<file path="src/rtl/tart_ddr_pkg.sv">
// Shared types for the TART IDDR2 capture controller: FSM states and sample-select encoding.
package tart_ddr_pkg;

   typedef enum logic [2:0] {
      IDLE,
      RESET,
      SETTLE,
      MEASURE,
      DECIDE,
      RUN
   } state_t;

   localparam logic SEL_Q0 = 1'b0;
   localparam logic SEL_Q1 = 1'b1;

endpackage

</file>
<file path="src/rtl/tart_ddr_capture_ctrl_if.sv">
// Control/data bundle between the capture controller and its driver (IDDR2 side plus correlator side).
interface tart_ddr_capture_ctrl_if #(
   parameter int unsigned WIN_LOG2 = 10
);

   logic                enable_i;
   logic                retrain_i;
   logic                q0_i;
   logic                q1_i;
   logic                iddr_rst_o;
   logic                iddr_ce_o;
   logic                data_o;
   logic                valid_o;
   logic                sel_o;
   logic                locked_o;
   logic [WIN_LOG2:0]   cnt01_o;
   logic [WIN_LOG2:0]   cnt10_o;

   modport master (
      output enable_i, retrain_i, q0_i, q1_i,
      input  iddr_rst_o, iddr_ce_o, data_o, valid_o, sel_o, locked_o, cnt01_o, cnt10_o
   );

   modport slave (
      input  enable_i, retrain_i, q0_i, q1_i,
      output iddr_rst_o, iddr_ce_o, data_o, valid_o, sel_o, locked_o, cnt01_o, cnt10_o
   );

endinterface

</file>
<file path="src/rtl/tart_edge_count.sv">
// Windowed pair of transition counters: intra-cycle (q0 vs q1) and cross-cycle (previous q1 vs q0).
module tart_edge_count #(
   parameter int unsigned WIN_LOG2 = 10
) (
   input  logic                clk,
   input  logic                rst,
   input  logic                clr,
   input  logic                en,
   input  logic                q0,
   input  logic                q1,
   output logic [WIN_LOG2:0]   cnt01,
   output logic [WIN_LOG2:0]   cnt10,
   output logic                done_c
);

   localparam int unsigned CNT_W = WIN_LOG2 + 1;
   localparam int unsigned IDX_W = WIN_LOG2;

   logic [IDX_W-1:0] idx;
   logic             q1_prev;

   // 2^WIN_LOG2 samples max per window, so CNT_W bits never wrap
   always_ff @(posedge clk) begin
      if (rst || clr) begin
         cnt01   <= '0;
         cnt10   <= '0;
         idx     <= '0;
         q1_prev <= 1'b0;
      end else if (en) begin
         cnt01   <= cnt01 + CNT_W'(q0 ^ q1);
         cnt10   <= cnt10 + CNT_W'(q1_prev ^ q0);
         q1_prev <= q1;
         idx     <= idx + IDX_W'(1);
      end
   end

   assign done_c = en && (idx == '1);

endmodule

</file>
<file path="src/rtl/tart_ddr_capture_ctrl.sv">
// Sequences one IDDR2 capture primitive: reset, enable, measure edge placement, pick the settled sample, stream it.
module tart_ddr_capture_ctrl
   import tart_ddr_pkg::*;
#(
   parameter int unsigned RST_CYCLES    = 8,
   parameter int unsigned SETTLE_CYCLES = 2,
   parameter int unsigned WIN_LOG2      = 10,
   parameter int unsigned HYST          = 4
) (
   input  logic                     clk_i,
   input  logic                     rst_i,
   tart_ddr_capture_ctrl_if.slave   bus
);

   localparam int unsigned CNT_W   = WIN_LOG2 + 1;
   localparam int unsigned CYC_MAX = (RST_CYCLES > SETTLE_CYCLES) ? RST_CYCLES : SETTLE_CYCLES;
   localparam int unsigned CYC_W   = $clog2(CYC_MAX + 1);
   localparam int unsigned CMP_W   = 32;

   state_t             state;
   logic [CYC_W-1:0]   cyc;
   logic               meas_en;
   logic               meas_clr;
   logic               done_c;
   logic [CNT_W-1:0]   win01;
   logic [CNT_W-1:0]   win10;
   logic [CMP_W-1:0]   c01_w;
   logic [CMP_W-1:0]   c10_w;
   logic               new_sel_c;

   assign meas_en  = bus.enable_i && (state == MEASURE);
   assign meas_clr = bus.enable_i &&
                     (((state == SETTLE) && (cyc == CYC_W'(SETTLE_CYCLES - 1))) ||
                      ((state == RUN) && bus.retrain_i));

   tart_edge_count #(
      .WIN_LOG2 (WIN_LOG2)
   ) u_edge_count (
      .clk    (clk_i),
      .rst    (rst_i),
      .clr    (meas_clr),
      .en     (meas_en),
      .q0     (bus.q0_i),
      .q1     (bus.q1_i),
      .cnt01  (win01),
      .cnt10  (win10),
      .done_c (done_c)
   );

   assign c01_w = CMP_W'(win01);
   assign c10_w = CMP_W'(win10);

   // First lock picks the quieter sample outright; later decisions need a margin beyond HYST to flip
   always_comb begin
      new_sel_c = bus.sel_o;
      if (!bus.locked_o) begin
         new_sel_c = (c10_w > c01_w) ? SEL_Q1 : SEL_Q0;
      end else if (bus.sel_o == SEL_Q0) begin
         new_sel_c = (c10_w > c01_w + CMP_W'(HYST)) ? SEL_Q1 : SEL_Q0;
      end else begin
         new_sel_c = (c01_w > c10_w + CMP_W'(HYST)) ? SEL_Q0 : SEL_Q1;
      end
   end

   always_ff @(posedge clk_i) begin
      if (rst_i) begin
         state          <= IDLE;
         cyc            <= '0;
         bus.iddr_rst_o <= 1'b1;
         bus.iddr_ce_o  <= 1'b0;
         bus.data_o     <= 1'b0;
         bus.valid_o    <= 1'b0;
         bus.sel_o      <= SEL_Q0;
         bus.locked_o   <= 1'b0;
         bus.cnt01_o    <= '0;
         bus.cnt10_o    <= '0;
      end else if (!bus.enable_i) begin
         state          <= IDLE;
         cyc            <= '0;
         bus.iddr_rst_o <= 1'b1;
         bus.iddr_ce_o  <= 1'b0;
         bus.data_o     <= 1'b0;
         bus.valid_o    <= 1'b0;
         bus.sel_o      <= SEL_Q0;
         bus.locked_o   <= 1'b0;
      end else begin
         // once locked the stream never pauses, including across a retrain window
         bus.valid_o <= bus.locked_o;
         bus.data_o  <= bus.locked_o && ((bus.sel_o == SEL_Q1) ? bus.q1_i : bus.q0_i);
         case (state)
            IDLE: begin
               state <= RESET;
               cyc   <= '0;
            end
            RESET: begin
               if (cyc == CYC_W'(RST_CYCLES - 1)) begin
                  state          <= SETTLE;
                  cyc            <= '0;
                  bus.iddr_rst_o <= 1'b0;
                  bus.iddr_ce_o  <= 1'b1;
               end else begin
                  cyc <= cyc + CYC_W'(1);
               end
            end
            SETTLE: begin
               if (cyc == CYC_W'(SETTLE_CYCLES - 1)) begin
                  state <= MEASURE;
                  cyc   <= '0;
               end else begin
                  cyc <= cyc + CYC_W'(1);
               end
            end
            MEASURE: begin
               if (done_c) begin
                  state <= DECIDE;
               end
            end
            DECIDE: begin
               bus.sel_o    <= new_sel_c;
               bus.cnt01_o  <= win01;
               bus.cnt10_o  <= win10;
               bus.locked_o <= 1'b1;
               state        <= RUN;
            end
            RUN: begin
               if (bus.retrain_i) begin
                  state <= MEASURE;
               end
            end
            default: state <= IDLE;
         endcase
      end
   end

endmodule

</file>
<file path="src/flat_wrapper.sv">
// flat-port wrapper written by rule: the top's interface ports become plain ports
module tart_ddr_capture_ctrl_flat import tart_ddr_pkg::*;
#(
   parameter int unsigned RST_CYCLES    = 8,
   parameter int unsigned SETTLE_CYCLES = 2,
   parameter int unsigned WIN_LOG2      = 10,
   parameter int unsigned HYST          = 4
)
  (clk_i, rst_i, bus_enable_i, bus_retrain_i, bus_q0_i, bus_q1_i, bus_iddr_rst_o, bus_iddr_ce_o, bus_data_o, bus_valid_o, bus_sel_o, bus_locked_o, bus_cnt01_o, bus_cnt10_o);
  tart_ddr_capture_ctrl_if #(.WIN_LOG2(WIN_LOG2)) bus_i ();
  input  logic clk_i;
  input  logic rst_i;
  input wire logic [$bits(bus_i.enable_i)-1:0] bus_enable_i;
  input wire logic [$bits(bus_i.retrain_i)-1:0] bus_retrain_i;
  input wire logic [$bits(bus_i.q0_i)-1:0] bus_q0_i;
  input wire logic [$bits(bus_i.q1_i)-1:0] bus_q1_i;
  output wire logic [$bits(bus_i.iddr_rst_o)-1:0] bus_iddr_rst_o;
  output wire logic [$bits(bus_i.iddr_ce_o)-1:0] bus_iddr_ce_o;
  output wire logic [$bits(bus_i.data_o)-1:0] bus_data_o;
  output wire logic [$bits(bus_i.valid_o)-1:0] bus_valid_o;
  output wire logic [$bits(bus_i.sel_o)-1:0] bus_sel_o;
  output wire logic [$bits(bus_i.locked_o)-1:0] bus_locked_o;
  output wire logic [$bits(bus_i.cnt01_o)-1:0] bus_cnt01_o;
  output wire logic [$bits(bus_i.cnt10_o)-1:0] bus_cnt10_o;
  assign bus_i.enable_i = bus_enable_i;
  assign bus_i.retrain_i = bus_retrain_i;
  assign bus_i.q0_i = bus_q0_i;
  assign bus_i.q1_i = bus_q1_i;
  assign bus_iddr_rst_o = bus_i.iddr_rst_o;
  assign bus_iddr_ce_o = bus_i.iddr_ce_o;
  assign bus_data_o = bus_i.data_o;
  assign bus_valid_o = bus_i.valid_o;
  assign bus_sel_o = bus_i.sel_o;
  assign bus_locked_o = bus_i.locked_o;
  assign bus_cnt01_o = bus_i.cnt01_o;
  assign bus_cnt10_o = bus_i.cnt10_o;
  tart_ddr_capture_ctrl #(.RST_CYCLES(RST_CYCLES), .SETTLE_CYCLES(SETTLE_CYCLES), .WIN_LOG2(WIN_LOG2), .HYST(HYST)) u_core (.clk_i(clk_i), .rst_i(rst_i), .bus(bus_i));
endmodule
</file>
<file path="config.mk">
export PLATFORM = sky130hd
export DESIGN_NAME = tart_ddr_capture_ctrl_flat
export DESIGN_NICKNAME = d
export VERILOG_FILES = /design/src/rtl/tart_ddr_pkg.sv /design/src/rtl/tart_ddr_capture_ctrl_if.sv /design/src/rtl/tart_edge_count.sv /design/src/rtl/tart_ddr_capture_ctrl.sv /design/src/flat_wrapper.sv
export SDC_FILE = /design/constraint.sdc
export NUM_CORES = 1
export LEC_CHECK = 0
export BUFFER_PORTS_ARGS = -buffer_cell sky130_fd_sc_hd__buf_2
export CAP_MARGIN = 20
export CORE_MARGIN = 4
export CORE_UTILIZATION = 64
export DETAILED_ROUTE_END_ITERATION = 8
export PLACE_DENSITY_LB_ADDON = 0.2
export SYNTH_ARGS = -nofsm -noshare
export SYNTH_HDL_FRONTEND = slang
export SYNTH_SLANG_ARGS = --single-unit
</file>
<file path="constraint.sdc">
create_clock -name clk_i -period 4 [get_ports clk_i]
set_input_delay 0.2 -clock clk_i [delete_from_list [all_inputs] [get_ports clk_i]]
set_output_delay 0.2 -clock clk_i [all_outputs]
set_load 0.02 [all_outputs]
</file>
==> flow_metrics.env, run 1 <==
export IMPL_clk_pin_slew_worst_paths_ns=0.07
export IMPL_nets=533
export IMPL_start_util=0.6745
export IMPL_drive_gt1_frac=0.1217
export IMPL_route_met3_wl_um=366
export IMPL_skew_ns=0.007280
export IMPL_crit_start="u_core.u_edge_count.cnt01[2]$_SDFFE_PP0P_"
export IMPL_ir_drop_mv=0.2762
export IMPL_die_w_um=84.88
export IMPL_grt_pass1_vias=3061
export IMPL_setup_viol=0
export IMPL_top_layer_used="met4"
export IMPL_cts_buffers=9
export IMPL_regArea_um2=1361
export IMPL_clk_latency_ns=0.34
export IMPL_post_dp_cell_area_um2=3943
export IMPL_p_leak_nw=1.685
export IMPL_r2r_start="u_core.u_edge_count.cnt01[2]$_SDFFE_PP0P_"
export IMPL_ys_top_cells_by_count="nand2_1 (79), dfxtp_1 (68), a21oi_1 (56)"
export IMPL_multi_input_area_um2=2255
export IMPL_fmax_mhz=365.2
export IMPL_final_core_util=0.7468
export IMPL_drc=0
export IMPL_cts_buffer_depth=2
export IMPL_yosys_warnings=0
export IMPL_grt_antenna_before_repair=0
export IMPL_core_area_um2=5608
export IMPL_yosysSeqAreaShare=0.3599
export IMPL_synth_area_leaders="dfxtp_1 (36%), ha_1 (13%), nand2_1 (7.8%)"
export IMPL_drv_slew=0
export IMPL_r2r_setup_slack_ns=1.26
export IMPL_cp_endpoint="u_core.bus.sel_o$_SDFFE_PP0P_"
export IMPL_port_buffers=33
export IMPL_r2r_end="u_core.bus.sel_o$_SDFFE_PP0P_"
export IMPL_path_max_fanout=6
export IMPL_gp_congestion=0.9387
export IMPL_dp_hpwl_mm=6.084
export IMPL_synth_edf_count=0
export IMPL_yosysUniqueCellTypes=49
export IMPL_route_met2_wl_mm=4.108
export IMPL_netlist_instances=458
export IMPL_yosysMostFrequentCell="nand2_1"
export IMPL_period_needed_ns=2.738
export IMPL_netlist_area_um2=3782
export IMPL_setup_tns_ns=0
export IMPL_fp_dieH_um=84.88
export IMPL_slew_headroom=0.4502
export IMPL_grt_max_degree=34
export IMPL_maxCapViolations=0
export IMPL_grt_pass1_wl_mm=14.19
export IMPL_rr_worst_depth=12
export IMPL_num_vias=3271
export IMPL_ant_nets=0
export IMPL_ys_flop_type="dfxtp_1"
export IMPL_startpoint_type="register"
export IMPL_nFillCells=435
export IMPL_rsz0062_at_grt="false"
export IMPL_yosysTopAreaCellShare=0.3599
export IMPL_wirelength_mm=8.271
export IMPL_syn_to_final_growth_pct=10.72
export IMPL_arrival_ns=2.98
export IMPL_ctsHoldBuffers=0
export IMPL_ctsResizeCount=0
export IMPL_worstSetupEndpointType="register"
export IMPL_drtIter0Drc=192
export IMPL_hp_class="input pin to register"
export IMPL_worstMarginPinSlew_ns=0.8246
export IMPL_powerDensity_nw_per_um2=318.6
export IMPL_die_area_um2=7204
export IMPL_status="finished clean"
export IMPL_gr_total_overflow=0
export IMPL_dr_pass1_iters=4
export IMPL_final_area_um2=4188
export IMPL_cts_root_buf="clkbuf_8"
export IMPL_std_cell_rows=27
export IMPL_yosysTopAreaCell="dfxtp_1"
export IMPL_postCtsSetupBuffers=0
export IMPL_met1_length_mm=3.654
export IMPL_diodes=0
export IMPL_hold_viol=0
export IMPL_grt_use_total=0.2427
export IMPL_syn_area_per_cell_um2=8.258
export IMPL_synth_seq_cells=68
export IMPL_via_per_inst=5.789
export IMPL_htree_levels=3
export IMPL_finalCritPeriodShare=0.6846
export IMPL_ys_async_sr_fraction=0
export IMPL_post_drt_wl_per_cell_um=14.64
export IMPL_critical_path_class="register to register"
export IMPL_cts_tree="yes"
export IMPL_hold_slack_ns=0.1287
export IMPL_cts_sinks=68
export IMPL_ios=34
export IMPL_syn_nets=503
export IMPL_cp_required_ns=4.24
export IMPL_power_total_mw=1.334
report_power, final:
part	switching (mW)	total (mW)	internal (mW)	leakage (nW)
clock network	0.256	0.624	0.368	0.107
logic	0.0199	0.0305	0.0106	1.03
registers	0.00185	0.679	0.678	0.548
total	0.278	1.33	1.06	1.69
cell type report:
cell class,instances,share of cell area
Multi-Input combinational cell,356,0.5384
Tap cell,72,0.02151
Timing Repair Buffer,34,0.04601
Clock inverter,4,0.01733
Inverter,19,0.01703
Sequential cell,68,0.3251
Clock buffer,12,0.03466
state kept, by name, summed over array words and instances, names as in the netlist, 3 cells and up:
name and cells:
u_core.bus.cnt01_o 11, u_core.bus.cnt10_o 11, u_core.cyc 4, u_core.state 3, u_core.u_edge_count.cnt01 11, u_core.u_edge_count.cnt10 11, u_core.u_edge_count.idx 10
stage by stage:
step	setup slack [ns]	std cells
floorplan	1.582	458
global placement	1.441	548
detailed placement	1.321	548
CTS	1.281	564
global route	1.001	565
finish	1.262	565
worst max-delay path, stage by stage (launching register included):
cell and delay (ns):
dfxtp_1 0.43, ha_1 0.24, nand3_1 0.18, nor3_2 0.25, nand3_1 0.16, xnor2_1 0.16, ha_1 0.31, nand4_1 0.14
o41ai_1 0.29, a31oi_1 0.10, o31ai_1 0.09, a21oi_1 0.09, a41o_1 0.21
layer usage:
layer	GRT usage	vias up
li1	-	1652
met5	0	-
met3	0.04854	14
met2	0.4093	64
met1	0.3122	1541
met4	0.07770	0
how the worst min path moves through the flow:
stage	startpoint	end	slack, ns	cells after the start
after global placement	u_core.bus.iddr_rst_o$_SDFFE_PP1P_	u_core.bus.iddr_rst_o$_SDFFE_PP1P_	0.43	2
after global routing	bus_q1_i	u_core.u_edge_count.q1_prev$_SDFFE_PP0P_	0.15	3
after detailed placement	u_core.bus.iddr_rst_o$_SDFFE_PP1P_	u_core.bus.iddr_rst_o$_SDFFE_PP1P_	0.44	2
after CTS	bus_q1_i	u_core.u_edge_count.q1_prev$_SDFFE_PP0P_	0.12	3
final	bus_q1_i	u_core.u_edge_count.q1_prev$_SDFFE_PP0P_	0.13	3
after floorplan	bus_q1_i	u_core.u_edge_count.q1_prev$_SDFFE_PP0P_	0.34	2
cell families after synthesis:
family,synth area share
adders and majority gates,0.1290
muxes,0.005293
buffers and inverters,0.04399
DFF,0.3599
and+or+nand+nor,0.2425
AOI/OAI and AO/OA,0.1429
xor gates and xnor gates,0.07641
layout by cell type (no fill, tap or decap), types with 16 or more instances in the layout:
cell type   n
nand2_1    79
dfxtp_1    68
a21oi_1    56
ha_1       39
buf_2      33
nor2_1     29
inv_1      19
o21ai_0    19
nand3_1    18
xnor2_1    17
xor2_1     16
(Power assumes the default switching activity.)
==> run 2, diff against run 1 <==
--- a/config.mk
+++ b/config.mk
@@ -8,7 +8,7 @@
 export BUFFER_PORTS_ARGS = -buffer_cell sky130_fd_sc_hd__buf_2
 export CAP_MARGIN = 20
 export CORE_MARGIN = 4
-export CORE_UTILIZATION = 64
+export CORE_UTILIZATION = 54
 export DETAILED_ROUTE_END_ITERATION = 8
 export PLACE_DENSITY_LB_ADDON = 0.2
 export SYNTH_ARGS = -nofsm -noshare
==> constraint.sdc (replaced) <==
create_clock -name clk_i -period 2.3 [get_ports clk_i]
set_input_delay 0.115 -clock clk_i [delete_from_list [all_inputs] [get_ports clk_i]]
set_output_delay 0.115 -clock clk_i [all_outputs]
set_load 0.02 [all_outputs]
==> run 2 against run 1 <==
- worst hold slack got worse by 0.11 ns
- critical endpoint unchanged
- final cell count rose by 11%
- maximum frequency rose by 19%
- core utilization shrank 7.3 points
- wire length is 6.1% higher
- sequential power grew 74%
- non-clock buffer count rose by 37
==> flow_metrics.env, run 2 (same netlist as run 1, synthesis figures left out) <==
export IMPL_syn_to_final_growth_pct=21.10
export IMPL_grt_pass1_vias=3258
export IMPL_die_w_um=91.69
export IMPL_ant_nets=0
export IMPL_ios=34
export IMPL_rsz0062_at_grt="true"
export IMPL_drv_slew=0
export IMPL_nets=570
export IMPL_gr_total_overflow=0
export IMPL_diodes=0
export IMPL_path_max_fanout=3
export IMPL_setup_viol=0
export IMPL_dr_pass1_iters=4
export IMPL_post_drt_wl_per_cell_um=14.02
export IMPL_cts_tree="yes"
export IMPL_worstPathCellList="ha_2 > nand3_2 > nor2_2 > nand3_2 > xor2_1 > ha_1 > a21oi_2 > nand2_1 > a211oi_2 > o21ai_1 > nand4_1 > a41o_1"
export IMPL_clk_latency_ns=0.35
export IMPL_skew_ns=0.006459
export IMPL_maxCapViolations=0
export IMPL_via_per_inst=5.449
export IMPL_gp_congestion=0.9202
export IMPL_powerDensity_nw_per_um2=507.0
export IMPL_grt_use_total=0.2177
export IMPL_hold_slack_ns=0.01815
export IMPL_cts_root_buf="clkbuf_8"
export IMPL_slowest_delay_ns=0.35
export IMPL_p_leak_nw=1.897
export IMPL_clk_pin_slew_worst_paths_ns=0.07
export IMPL_cp_required_ns=2.60
export IMPL_wirelength_mm=8.778
export IMPL_grt_max_degree=34
export IMPL_worstMarginPinSlew_ns=0.7770
export IMPL_slew_headroom=0.4807
export IMPL_cts_sinks=68
export IMPL_die_area_um2=8407
export IMPL_start_util=0.5567
export IMPL_crit_slowest_cell="dfxtp_2"
export IMPL_cts_buffer_depth=2
export IMPL_drtIter0Drc=174
export IMPL_std_cell_rows=30
export IMPL_period_needed_ns=2.297
export IMPL_finalCritPeriodShare=0.9987
export IMPL_startpoint_type="register"
export IMPL_grt_antenna_before_repair=0
export IMPL_ir_drop_mv=0.3296
export IMPL_layout_common_cells="nand2_1 (79), dfxtp_1 (62), a21oi_1 (55)"
export IMPL_core_area_um2=6794
export IMPL_htree_levels=3
export IMPL_worstSetupEndpointType="register"
export IMPL_status="finished clean"
export IMPL_fmax_mhz=435.4
export IMPL_cts_buffers=9
export IMPL_crit_top_cell="nand3_2"
export IMPL_drive_gt1_frac=0.2170
export IMPL_finalWorstSetupSlack_ns=0.003069
export IMPL_arrival_ns=2.60
export IMPL_critical_path_class="register to register"
export IMPL_final_common_cell="nand2_1"
export IMPL_dp_hpwl_mm=6.460
export IMPL_num_vias=3411
export IMPL_hold_viol=0
export IMPL_fp_dieH_um=91.69
export IMPL_port_buffers=33
export IMPL_grt_pass1_wl_mm=14.74
export IMPL_hp_class="input pin to register"
export IMPL_drc=0
export IMPL_place_ws_ns=-0.1482
-- run 2: cell types whose count changed in the layout (fill, tap and decap cells not counted), sizes merged --
cell and delta:
buf +37
-- run 2: final cells by class --
type | count | area (um^2)
multi-input combinational | 356 | 2335
fill | 587 | 2213
sequential | 68 | 1374
timing repair buffer | 71 | 462.9
clock buffer | 12 | 145.1
tap | 96 | 120.1
clock inverter | 4 | 72.57
inverter | 19 | 71.32
-- run 2: report_power, final --
group	leakage [nW]	switching, mW	internal (mW)
clock network	0.107	0.452	0.639
registers	0.551	0.00313	1.18
logic	1.24	0.0346	0.0173
-- run 2: path summary, 6_finish.rpt --
kind         slack, ns                                       from                                       end  cells after the start
max              0.003  u_core.u_edge_count.cnt10[2]$_SDFFE_PP0P_             u_core.bus.sel_o$_SDFFE_PP0P_                     12
min               0.02                                   bus_q1_i  u_core.u_edge_count.q1_prev$_SDFFE_PP0P_                      3
max reg2reg      0.003  u_core.u_edge_count.cnt10[2]$_SDFFE_PP0P_             u_core.bus.sel_o$_SDFFE_PP0P_                     12
min reg2reg       0.44         u_core.bus.iddr_rst_o$_SDFFE_PP1P_        u_core.bus.iddr_rst_o$_SDFFE_PP1P_                      2
-- run 2: timing repair --
item                       in CTS  in global routing
resized for setup               6                  5
buffers inserted                0                  1
setup endpoints to repair       1                  1
hold buffers                    0                  0
pin swaps                       3                  6
-- run 2: critical path, delay by kind of cell, from the launching register on --
family	cells	cell delay, ns
XOR/XNOR	1	0.18
AND/OR/NAND/NOR	5	0.55
flip-flops	1	0.35
AO/OA/AOI/OAI	4	0.63
adder cells (fa/ha/maj)	2	0.53
-- run 2: per-stage QoR --
stage	util	std cells	total power [mW]	setup TNS [ns]	cell area, um^2
3_5_place_dp	0.6346	609	1.258	-0.1482	4312
2_1_floorplan	-	458	1.241	-0.04252	3831
3_3_place_gp	0.6346	609	1.257	-0.05440	4312
4_1_cts	0.6704	625	2.341	0	4554
5_1_grt	0.6742	626	2.404	-0.1077	4581
6_report	0.6742	626	2.322	0	4581
-- run 2: per-layer routing --
metal / wire length [um] / share of wire / track usage / vias up
met5: 0 / 0 / 0 / -
met4: 221 / 0.025 / 0.1064 / 0
met3: 386 / 0.044 / 0.04102 / 23
met2: 4246 / 0.48 / 0.3707 / 65
met1: 3923 / 0.45 / 0.2627 / 1605
li1: - / - / - / 1718
==> run 3, diff against run 2 <==
--- a/config.mk
+++ b/config.mk
@@ -13,4 +13,5 @@
 export PLACE_DENSITY_LB_ADDON = 0.2
 export SYNTH_ARGS = -nofsm -noshare
 export SYNTH_HDL_FRONTEND = slang
+export SYNTH_HIERARCHICAL = 1
 export SYNTH_SLANG_ARGS = --single-unit
==> run 3 against run 2 <==
- the run now ends with negative setup slack left
- clock-buffer cell count fell by 2
- global-route usage rose by 2.4 points
- clock power fell by 12%
- combinational power rose by 38%
- non-clock buffer count rose by 2
- flip-flop and latch count did not move
- worst hold slack improved by 0.045 ns
- clock skew barely moved
- worst setup slack got worse by 0.010 ns
- final cell count rose by 4.3%
- power fell by 4.8%
==> flow_metrics.env, run 3 <==
export IMPL_synth_edf_count=0
export IMPL_ctsHoldBuffers=0
export IMPL_num_vias=3665
export IMPL_maxCapViolations=0
export IMPL_route_met3_wl_um=388
export IMPL_cts_buffers=9
export IMPL_status="finished with violations"
export IMPL_hp_class="input pin to register"
export IMPL_slowest_delay_ns=0.34
export IMPL_final_core_util=0.6629
export IMPL_cts_buffer_depth=2
export IMPL_switching_power_uw=509.0
export IMPL_arrival_ns=2.55
export IMPL_synth_seq_cells=68
export IMPL_power_total_mw=2.211
export IMPL_startpoint_type="register"
export IMPL_die_w_um=94.47
export IMPL_ys_flop_type="dfxtp_1"
export IMPL_cts_sinks=68
export IMPL_met1_length_mm=4.490
export IMPL_worstMarginPinSlew_ns=0.4784
export IMPL_rr_worst_depth=10
export IMPL_std_cell_rows=31
export IMPL_rsz0062_at_grt="true"
export IMPL_final_cell_count_no_fill=653
export IMPL_drv_slew=0
export IMPL_dr_pass1_iters=4
export IMPL_layout_common_cells="nand2_1 (67), dfxtp_1 (60), a21oi_1 (56)"
export IMPL_setup_tns_ns=-0.007075
export IMPL_hold_viol=0
export IMPL_slew_headroom=0.6811
export IMPL_post_dp_cell_area_um2=4564
export IMPL_start_util=0.5567
export IMPL_fmax_mhz=433.4
export IMPL_hold_end="u_core/u_edge_count/q1_prev$_SDFFE_PP0P_"
export IMPL_yosysTopAreaCellShare=0.3372
export IMPL_finalCritPeriodShare=1.003
export IMPL_syn_area_per_cell_um2=8.359
export IMPL_skew_ns=0.006584
export IMPL_p_clk_frac=0.436
export IMPL_hp_start="bus_q1_i"
export IMPL_grt_max_degree=27
export IMPL_nets=594
export IMPL_ios=34
export IMPL_gp_congestion=1.004
export IMPL_grt_antenna_before_repair=0
export IMPL_dp_hpwl_mm=7.583
export IMPL_path_max_fanout=4
export IMPL_powerDensity_nw_per_um2=459.8
export IMPL_synth_area_leaders="dfxtp_1 (34%), ha_1 (12%), a21oi_1 (6.9%)"
export IMPL_yosysUniqueCellTypes=61
export IMPL_final_common_cell="nand2_1"
export IMPL_cts_root_buf="clkbuf_8"
export IMPL_yosysSeqAreaShare=0.3372
export IMPL_r2r_start="u_core/u_edge_count/cnt01[7]$_SDFFE_PP0P_"
export IMPL_ant_nets=0
export IMPL_post_drt_wl_per_cell_um=15.29
export IMPL_syn_to_final_growth_pct=19.09
export IMPL_swShare=0.2302
export IMPL_drtIter0Drc=196
export IMPL_yosys_warnings=6
export IMPL_p_seq_frac=0.532
export IMPL_dp_cells=635
export IMPL_worstPathCellList="inv_2 > nor4_4 > nand4_1 > xnor2_1 > ha_1 > nand3_2 > o41ai_2 > a41oi_1 > o21ai_1 > a2111oi_2"
export IMPL_whs_path_depth=3
export IMPL_netlist_area_um2=4038
export IMPL_setup_viol=1
export IMPL_r2r_end="u_core/bus.sel_o$_SDFFE_PP0P_"
export IMPL_grt_pass1_vias=3592
export IMPL_drc=0
export IMPL_period_needed_ns=2.307
export IMPL_syn_nets=528
export IMPL_die_area_um2=8925
export IMPL_core_area_um2=7253
export IMPL_drive_gt1_frac=0.2238
export IMPL_route_met2_wl_mm=4.962
export IMPL_p_comb_frac=0.032
export IMPL_critical_path_class="register to register"
export IMPL_netlist_instances=483
export IMPL_p_leak_nw=1.937
export IMPL_yosysMostFrequentCell="dfxtp_1"
export IMPL_gr_total_overflow=0
export IMPL_grt_use_total=0.2415
export IMPL_yosysTopAreaCell="dfxtp_1"
export IMPL_p_int_mw=1.702
export IMPL_ys_async_sr_fraction=0
export IMPL_cts_tree="yes"
export IMPL_failed_checks="negative setup slack"
export IMPL_grt_pass1_wl_mm=16.94
export IMPL_ir_drop_mv=0.3413
export IMPL_finalWorstSetupSlack_ns=-0.007075
export IMPL_r2r_setup_slack_ns=-0.007
export IMPL_top_layer_used="met4"
export IMPL_clk_pin_slew_worst_paths_ns=0.08
export IMPL_final_area_um2=4808
export IMPL_crit_slowest_cell="dfxtp_2"
export IMPL_worstSetupEndpointType="register"
export IMPL_port_buffers=33
export IMPL_via_per_inst=5.613
export IMPL_cp_required_ns=2.54
export IMPL_ys_top_cells_by_count="dfxtp_1 (68), nand2_1 (67), a21oi_1 (56)"
export IMPL_htree_levels=3
export IMPL_clk_latency_ns=0.35
export IMPL_diodes=0
export IMPL_fp_dieH_um=94.47
export IMPL_wirelength_mm=9.984
run 3: cell count changes after synthesis, moves of 8 or more:
cell and delta:
nand2_1 -12, or4_1 +11, nand4_1 +10, o31ai_1 +9, o21a_1 +8, or3_1 -8, xnor2_1 -8
run 3: logic make-up after synthesis:
| family | count (synthesis) | share of synthesized area |
|---|---|---|
| AO/OA/AOI/OAI | 110 | 0.1655 |
| XOR/XNOR | 25 | 0.05423 |
| adder cells (fa/ha/maj) | 39 | 0.1209 |
| buffers and inverters | 42 | 0.04555 |
| flip-flops | 68 | 0.3372 |
| multiplexers | 7 | 0.01735 |
| AND/OR/NAND/NOR | 192 | 0.2594 |
run 3: per-stage QoR:
| step | setup WS (ns) | hold WS, ns |
|---|---|---|
| finish | -0.007075 | 0.06333 |
| global route | -0.1388 | 0.07910 |
| CTS | 0.007901 | 0.04676 |
| detailed placement | -0.02318 | 0.4184 |
| global placement | 0.04601 | 0.4106 |
| floorplan | 0.006779 | 0.1841 |
run 3: worst max-delay path, delay by kind of cell, from the launching register on:
family                   cells  cell delay [ns]
buffers and inverters        1             0.06
adder cells (fa/ha/maj)      1             0.31
AO/OA/AOI/OAI                4             0.70
AND/OR/NAND/NOR              3             0.63
XOR/XNOR                     1             0.16
flip-flops                   1             0.34
run 3: final cells by class:
type | count | area (um^2)
Clock inverter | 6 | 65.06
Tap cell | 99 | 123.9
Inverter | 24 | 90.09
Timing Repair Buffer | 73 | 478.0
Clock buffer | 10 | 127.6
Multi-Input combinational cell | 373 | 2542
Sequential cell | 68 | 1381
Fill cell | 627 | 2445
run 3: power by group through the flow:
stage               Clock, mW  Sequential (mW)  Combinational, mW
global placement            0             1.20             0.0703
detailed placement          0             1.20             0.0714
floorplan                   0             1.20             0.0467
global route             1.04             1.18             0.0812
CTS                     0.992             1.18             0.0718
finish                  0.963             1.18             0.0717
run 3: worst max-delay path by stage:
stage / from / endpoint / slack (ns)
after floorplan: u_core/u_edge_count/cnt10[7]$_SDFFE_PP0P_ / u_core/bus.sel_o$_SDFFE_PP0P_ / 0.007
after global placement: u_core/u_edge_count/cnt10[6]$_SDFFE_PP0P_ / u_core/bus.sel_o$_SDFFE_PP0P_ / 0.05
after detailed placement: u_core/u_edge_count/cnt10[5]$_SDFFE_PP0P_ / u_core/bus.sel_o$_SDFFE_PP0P_ / -0.02
after CTS: u_core/state[1]$_SDFFE_PP0P_ / u_core/state[1]$_SDFFE_PP0P_ / 0.008
after global routing: u_core/u_edge_count/cnt01[7]$_SDFFE_PP0P_ / u_core/bus.sel_o$_SDFFE_PP0P_ / -0.14
final: u_core/u_edge_count/cnt01[7]$_SDFFE_PP0P_ / u_core/bus.sel_o$_SDFFE_PP0P_ / -0.007
run 3: repair_timing:
item                       4_1_cts  5_1_grt
resized for setup                5        4
gates cloned                     0        0
pin swaps                        5        5
buffers inserted                 1        1
setup endpoints to repair        1        5
run 3: routing by layer:
layer  global-route usage  vias up
li1                     -     1866
met1               0.3001     1738
met2               0.4238       49
met3              0.04223       12
met4              0.07692        0
met5                    0        -
